## config.mk

```make
export PLATFORM = sky130hd
export DESIGN_NAME = mdu_hilo_unit
export DESIGN_NICKNAME = d
export VERILOG_FILES = /design/src/rtl/mdu_pkg.sv /design/src/rtl/mdu_hilo_unit_sign_fix.sv /design/src/rtl/mdu_hilo_unit.sv
export SDC_FILE = /design/constraint.sdc
export NUM_CORES = 1
export LEC_CHECK = 0
export ABC_AREA = 1
export CAP_MARGIN = 20
export CELL_PAD_IN_SITES_DETAIL_PLACEMENT = 0
export CELL_PAD_IN_SITES_GLOBAL_PLACEMENT = 1
export CORE_MARGIN = 2
export CORE_UTILIZATION = 45
export CTS_CLUSTER_DIAMETER = 60
export DETAILED_ROUTE_END_ITERATION = 8
export PLACE_DENSITY = 0.84
export SYNTH_ARGS = -nofsm -noshare
export SYNTH_HDL_FRONTEND = slang
export SYNTH_SLANG_ARGS = --single-unit
```

## constraint.sdc

```tcl
create_clock -name clk -period 6.6 [get_ports clk]
set_clock_uncertainty 0.2 [all_clocks]
set_input_delay 0.99 -clock clk [delete_from_list [all_inputs] [get_ports clk]]
set_output_delay 0.99 -clock clk [all_outputs]
set_load 0.02 [all_outputs]
```

## src/rtl/mdu_pkg.sv

```systemverilog
`default_nettype none
// ============================================================================
// Module   : mdu_pkg
// Brief    : Op codes, FSM encodings and op-class helpers for the HI/LO MDU.
// Revision : 1.0
// ============================================================================
package mdu_pkg;

  localparam logic [2:0] OP_MULT  = 3'd0;
  localparam logic [2:0] OP_MULTU = 3'd1;
  localparam logic [2:0] OP_DIV   = 3'd2;
  localparam logic [2:0] OP_DIVU  = 3'd3;
  localparam logic [2:0] OP_MTHI  = 3'd4;
  localparam logic [2:0] OP_MTLO  = 3'd5;

  localparam logic [1:0] ST_IDLE = 2'd0;
  localparam logic [1:0] ST_RUN  = 2'd1;
  localparam logic [1:0] ST_FIX  = 2'd2;

  function automatic logic op_is_iter(input logic [2:0] op);
    return (op == OP_MULT) || (op == OP_MULTU) || (op == OP_DIV) || (op == OP_DIVU);
  endfunction

  function automatic logic op_is_div(input logic [2:0] op);
    return (op == OP_DIV) || (op == OP_DIVU);
  endfunction

  function automatic logic op_is_signed(input logic [2:0] op);
    return (op == OP_MULT) || (op == OP_DIV);
  endfunction

endpackage : mdu_pkg
`default_nettype wire

```

## src/rtl/mdu_hilo_unit_sign_fix.sv

```systemverilog
`default_nettype none
// ============================================================================
// Module   : mdu_hilo_unit_sign_fix
// Brief    : Operand abs-in at issue, sign restore and divide special cases at
//            result write-back. Purely combinational.
// Revision : 1.0
// ============================================================================
module mdu_hilo_unit_sign_fix #(
  parameter int WIDTH = 32
) (
  // issue side
  input  logic [WIDTH-1:0]   i_a,
  input  logic [WIDTH-1:0]   i_b,
  input  logic               i_signed,
  output logic [WIDTH-1:0]   o_mag_a,
  output logic [WIDTH-1:0]   o_mag_b,
  output logic               o_sign_a,
  output logic               o_sign_b,
  // write-back side
  input  logic               i_is_div,
  input  logic               i_sign_a,
  input  logic               i_sign_b,
  input  logic               i_div_zero,
  input  logic               i_div_ovf,
  input  logic [2*WIDTH-1:0] i_acc,
  output logic [WIDTH-1:0]   o_hi,
  output logic [WIDTH-1:0]   o_lo
);

  localparam logic [WIDTH-1:0] C_MOST_NEG = {1'b1, {(WIDTH-1){1'b0}}};

  logic [2*WIDTH-1:0] w_prod;
  logic [WIDTH-1:0]   w_quot;
  logic [WIDTH-1:0]   w_rem;

  // Signs are only meaningful for signed ops, so unsigned ops report zero.
  assign o_sign_a = i_signed & i_a[WIDTH-1];
  assign o_sign_b = i_signed & i_b[WIDTH-1];
  assign o_mag_a  = o_sign_a ? (~i_a + 1'b1) : i_a;
  assign o_mag_b  = o_sign_b ? (~i_b + 1'b1) : i_b;

  assign w_prod = (i_sign_a ^ i_sign_b) ? (~i_acc + 1'b1) : i_acc;
  assign w_quot = (i_sign_a ^ i_sign_b) ? (~i_acc[WIDTH-1:0] + 1'b1) : i_acc[WIDTH-1:0];
  assign w_rem  = i_sign_a ? (~i_acc[2*WIDTH-1:WIDTH] + 1'b1) : i_acc[2*WIDTH-1:WIDTH];

  always_comb begin
    o_hi = w_prod[2*WIDTH-1:WIDTH];
    o_lo = w_prod[WIDTH-1:0];
    if (i_is_div) begin
      // The remainder of a divide-by-zero equals the dividend, so hi = a falls out.
      o_hi = w_rem;
      o_lo = w_quot;
      if (i_div_zero) begin
        o_lo = {WIDTH{1'b1}};
      end else if (i_div_ovf) begin
        o_hi = '0;
        o_lo = C_MOST_NEG;
      end
    end
  end

endmodule : mdu_hilo_unit_sign_fix
`default_nettype wire

```

## src/rtl/mdu_hilo_unit.sv

```systemverilog
`default_nettype none
// ============================================================================
// Module   : mdu_hilo_unit
// Brief    : Iterative radix-2 multiply/divide unit owning the HI/LO registers.
// Revision : 1.0
// ============================================================================
module mdu_hilo_unit
  import mdu_pkg::*;
#(
  parameter int WIDTH = 32,
  parameter int CNT_W = $clog2(WIDTH) + 1
) (
  input  logic             clk,
  input  logic             rst_n,
  input  logic             start,
  input  logic [2:0]       op,
  input  logic [WIDTH-1:0] a,
  input  logic [WIDTH-1:0] b,
  input  logic             flush,
  output logic             busy,
  output logic             done,
  output logic [WIDTH-1:0] hi,
  output logic [WIDTH-1:0] lo
);

  localparam logic [WIDTH-1:0] C_MOST_NEG = {1'b1, {(WIDTH-1){1'b0}}};

  logic [1:0]         r_state;
  logic [CNT_W-1:0]   r_cnt;
  logic [2*WIDTH-1:0] r_acc;
  logic [WIDTH-1:0]   r_opnd;
  logic               r_is_div;
  logic               r_sign_a;
  logic               r_sign_b;
  logic               r_zero;
  logic               r_ovf;
  logic               r_done;
  logic [WIDTH-1:0]   r_hi;
  logic [WIDTH-1:0]   r_lo;

  logic [WIDTH-1:0]   w_mag_a;
  logic [WIDTH-1:0]   w_mag_b;
  logic               w_sign_a;
  logic               w_sign_b;
  logic [WIDTH-1:0]   w_fix_hi;
  logic [WIDTH-1:0]   w_fix_lo;
  logic               w_ovf;

  logic [WIDTH:0]     w_mul_sum;
  logic [2*WIDTH-1:0] w_mul_next;
  logic [WIDTH:0]     w_div_shift;
  logic               w_div_ge;
  logic [WIDTH-1:0]   w_div_diff;
  logic [WIDTH-1:0]   w_div_rem;
  logic [2*WIDTH-1:0] w_div_next;

  mdu_hilo_unit_sign_fix #(
    .WIDTH (WIDTH)
  ) u_sign_fix (
    .i_a        (a),
    .i_b        (b),
    .i_signed   (op_is_signed(op)),
    .o_mag_a    (w_mag_a),
    .o_mag_b    (w_mag_b),
    .o_sign_a   (w_sign_a),
    .o_sign_b   (w_sign_b),
    .i_is_div   (r_is_div),
    .i_sign_a   (r_sign_a),
    .i_sign_b   (r_sign_b),
    .i_div_zero (r_zero),
    .i_div_ovf  (r_ovf),
    .i_acc      (r_acc),
    .o_hi       (w_fix_hi),
    .o_lo       (w_fix_lo)
  );

  assign w_ovf = (op == OP_DIV) && (a == C_MOST_NEG) && (&b);

  // Multiply: r_acc = {partial sum, remaining multiplier bits}, r_opnd = multiplicand.
  assign w_mul_sum  = {1'b0, r_acc[2*WIDTH-1:WIDTH]} + (r_acc[0] ? {1'b0, r_opnd} : '0);
  assign w_mul_next = {w_mul_sum, r_acc[WIDTH-1:1]};

  // Divide: r_acc = {partial remainder, dividend/quotient bits}, r_opnd = divisor.
  // The difference fits WIDTH bits whenever it is kept, since the remainder < divisor.
  assign w_div_shift = r_acc[2*WIDTH-1:WIDTH-1];
  assign w_div_ge    = (w_div_shift >= {1'b0, r_opnd});
  assign w_div_diff  = w_div_shift[WIDTH-1:0] - r_opnd;
  assign w_div_rem   = w_div_ge ? w_div_diff : w_div_shift[WIDTH-1:0];
  assign w_div_next  = {w_div_rem, r_acc[WIDTH-2:0], w_div_ge};

  always_ff @(posedge clk or negedge rst_n) begin
    if (!rst_n) begin
      r_state  <= ST_IDLE;
      r_cnt    <= '0;
      r_acc    <= '0;
      r_opnd   <= '0;
      r_is_div <= 1'b0;
      r_sign_a <= 1'b0;
      r_sign_b <= 1'b0;
      r_zero   <= 1'b0;
      r_ovf    <= 1'b0;
      r_done   <= 1'b0;
      r_hi     <= '0;
      r_lo     <= '0;
    end else begin
      r_done <= 1'b0;
      if (flush) begin
        r_state <= ST_IDLE;
      end else begin
        case (r_state)
          ST_IDLE: begin
            if (start && (op == OP_MTHI)) begin
              r_hi <= a;
            end else if (start && (op == OP_MTLO)) begin
              r_lo <= a;
            end else if (start && op_is_iter(op)) begin
              r_is_div <= op_is_div(op);
              r_sign_a <= w_sign_a;
              r_sign_b <= w_sign_b;
              r_zero   <= (b == '0);
              r_ovf    <= w_ovf;
              r_opnd   <= op_is_div(op) ? w_mag_b : w_mag_a;
              r_acc    <= {{WIDTH{1'b0}}, (op_is_div(op) ? w_mag_a : w_mag_b)};
              r_cnt    <= CNT_W'(WIDTH);
              r_state  <= ST_RUN;
            end
          end
          ST_RUN: begin
            r_acc <= r_is_div ? w_div_next : w_mul_next;
            r_cnt <= r_cnt - 1'b1;
            if (r_cnt == CNT_W'(1)) begin
              r_state <= ST_FIX;
            end
          end
          ST_FIX: begin
            r_hi    <= w_fix_hi;
            r_lo    <= w_fix_lo;
            r_done  <= 1'b1;
            r_state <= ST_IDLE;
          end
          default: r_state <= ST_IDLE;
        endcase
      end
    end
  end

  assign busy = (r_state != ST_IDLE);
  assign done = r_done;
  assign hi   = r_hi;
  assign lo   = r_lo;

endmodule : mdu_hilo_unit
`default_nettype wire

```

==> flow_summary.yaml <==
outcome:
  status: "finished, final reports clean"
layout:
  nets: 3490
  diodes: 0
  stdcell_count: 3898
  fill_cells: 4425
  syn2layout_area_growth_pct: 12.95
  drive_gt1_share_pct: 4.079
  final_util_pct: 51.26
yosys:
  ys_warn_count: 0
  synth_compound_area_share_pct: 14.99
  ys_async_sr_fraction_pct: 100.0
  yosys.area_share.adder_pct: 4.899
  synthesis.nets: 3418
  ys.flop_type: "dfrtp_1"
  ys_seq_area_share_pct: 22.97
  synth.distinct_cells: 57
  synth-edff-count: 0
  synth-xor-area-share_pct: 4.027
  syn_area_per_cell_um2: 5.789
  syn_area_mm2: 0.01895
  synth_cells: 3274
  synth_top_family_by_area: "simple AND/OR/NAND/NOR gates"
  synth-seq-cells: 174
  synth.mux.area_fraction_pct: 0
  yosys.area_share.simple_pct: 42.11
detailed_routing:
  routedWlPerCell_um: 22.72
  dr.pass1.iters: 7
  vias_per_cell: 5.876
  routed_wirelength_mm: 88.55
  vias: 22904
  ant_nets: 0
  drc: 0
  drt_iter0_drc: 3090
sta:
  setup_viol_count_final: 0
  tns_ps: 0
  post-route-period-util_pct: 57.69
  tightest_slew_ps: 1170
  rsz0062_at_grt: "no"
  relSlewSlack_pct: 22.00
  finalHoldWorstSlack_ps: 307.5
  finalHoldViolations: 0
  clock.fmax_ghz: 0.2626
  fin_crit_ps: 3808
  maxSlewViolCount: 0
global_route:
  grt_max_degree: 81
  grt_pass1_vias: 21333
  grt.total_usage_pct: 40.15
  grt_pass1_wl_mm: 131.2
  antenna_found_initial: 0
  overflow: 0
pwr:
  powerDensity_mw_per_mm2: 540.8
  p_leak_nw: 10.61
  peakVddDrop_mv: 0.2340
placement:
  gp_congestion: 1.010
  io_buffers: 136
  dp_cells: 3864
  dp_hpwl_mm: 71.46
cts:
  cts.sinks: 174
  clock_latency_ps: 480
  post-cts-setup-buffer-count: 0
  cts_hold_buf: 0
  cts_tree: "done"
  clock_path_buffers: 2
  numCtsBuffers: 17
  ctsRootBufferMaster: "clkbuf_16"
  ctsHtreeMaxLevel: 4
  clkTransAtPathRegs_ps: 70
  cts-resized-gates: 0
setup_path:
  cp-end-kind: "flip-flop"
  worstPathArrival_ps: 4030
  reg2reg_to: "r_acc[53]"
  worstPathMaxFanout: 26
  cp.required_ps: 6830
  reg2reg_from: "r_acc[0]"
  r2r_setup_slack_ps: 2820
  crit_type: "in -> reg"
  worstRegToRegCells: 18
  start_kind: "input port"
worst_hold_path:
  holdPathStages: 2
  min_from: "lo[2]"
  min_path_type: "reg -> reg"
  whs_endpoint: "lo[2]"
flow_run:
  cap_violations: 0
floorplan:
  chipHeight_um: 209.2
  io_pins: 137
  fp.dieW_um: 209.2
  initial_utilization_pct: 45.38
  core-area_mm2: 0.04176
  fp-row-count: 75
  die-area_mm2: 0.04377
==> routing by layer <==
| metal | part of all wire, % | GRT usage (%) | routed length (um) |
|---|---|---|---|
| met1 | 42 | 54.17 | 36990 |
| met2 | 43 | 61.01 | 37970 |
| met3 | 9.0 | 6.327 | 7950 |
| met4 | 6.4 | 23.18 | 5636 |
| met5 | 0 | 0 | 0 |
==> sequential cells by signal, summed over array words and instances (netlist names) <==
name      count
r_sign_a      1
r_cnt         6
hi           32
r_is_div      1
lo           32
r_sign_b      1
done          1
r_ovf         1
r_state       2
r_opnd       32
r_acc        64
r_zero        1
==> logic make-up after synthesis <==
kind of cell               count (synthesis)
buffers and inverters                    536
AOI/OAI and AO/OA                        503
DFF                                      174
and+or+nand+nor                         1903
adders and majority gates                 73
xor gates and xnor gates                  85
==> synth_stat cells (4+ instances only) <==
cell type	n	area (um2)
o21ai_0	162	810.8
o221ai_1	15	131.4
nor3_1	23	115.1
or2_2	8	50.05
nor2_4	5	56.30
xnor2_1	7	61.31
o211ai_1	33	247.7
inv_1	410	1539
buf_2	25	125.1
nor2_2	21	131.4
o21ai_1	27	135.1
nor2_1	495	1858
nand3b_1	9	67.56
o21bai_1	13	97.59
and2_1	4	25.02
nand2_1	953	3577
nand2_2	6	37.54
dfrtp_1	174	4354
nand4_1	64	400.4
inv_2	18	67.56
ha_1	71	888.4
o22ai_1	6	37.54
xor2_1	77	674.4
nand3_1	292	1461
buf_1	6	22.52
a21oi_1	198	991.0
clkbuf_1	67	251.5
nor4_1	7	43.79
a31oi_1	18	112.6
buf_6	4	45.04
a22oi_1	16	120.1
==> critical path, stage by stage <==
cell and delay [ps]:
clkdlybuf4s50_1 450, inv_1 90, nand2_1 110, nand2_1 110, nand3_2 100, nor2_4 520, inv_2 380, nor2_2 570
inv_2 330, a21oi_1 230, or3_1 130
==> stage by stage <==
step	area (um2)	power, mW	setup slack [ps]
final	21410	11.58	2792
after global routing	21410	12.38	2609
after CTS	21360	11.32	2896
after detailed placement	20700	10.11	2376
after global placement	20700	10.03	2503
after floorplan	18950	7.352	3920
==> worst max-delay path by stage <==
stage / start / endpoint / depth (start not counted)
6_report: op[2] / r_opnd[20] / 11
2_1_floorplan: a[0] / r_opnd[20] / 10
3_3_place_gp: op[0] / r_acc[13] / 10
3_5_place_dp: op[2] / r_opnd[20] / 11
4_1_cts: op[2] / r_opnd[20] / 11
5_1_grt: r_acc[0] / r_acc[53] / 18
==> area by class of cell <==
class / instances / area [um2] / share of cell area [%]
inverters: 430 / 1614 / 7.540
clock inverters: 14 / 227.7 / 1.064
flip-flops and latches: 174 / 4355 / 20.35
repair buffers: 159 / 1563 / 7.300
clock buffers: 18 / 439.2 / 2.052
well taps: 539 / 674.4 / 3.150
multi-input cells: 2564 / 12530 / 58.55
==> cell usage in the layout (no fill, tap or decap), drive strengths merged, types with 23 or more instances in the layout <==
cell type      instances
a21oi                201
clkdlybuf4s50        135
nor2                 522
ha                    71
nand3                295
o21ai                189
buf                   24
xor2                  77
nand2                962
nor3                  23
nand4                 65
o211ai                36
inv                  433
dfrtp                174
==> where the power goes <==
part           switching (mW)  total (mW)  internal (mW)  leakage, nW
combinational            5.44        8.00           2.56         8.21
sequential              0.842        2.39           1.55         2.08
clock                   0.493        1.18          0.689        0.323
(Power assumes the default switching activity.)
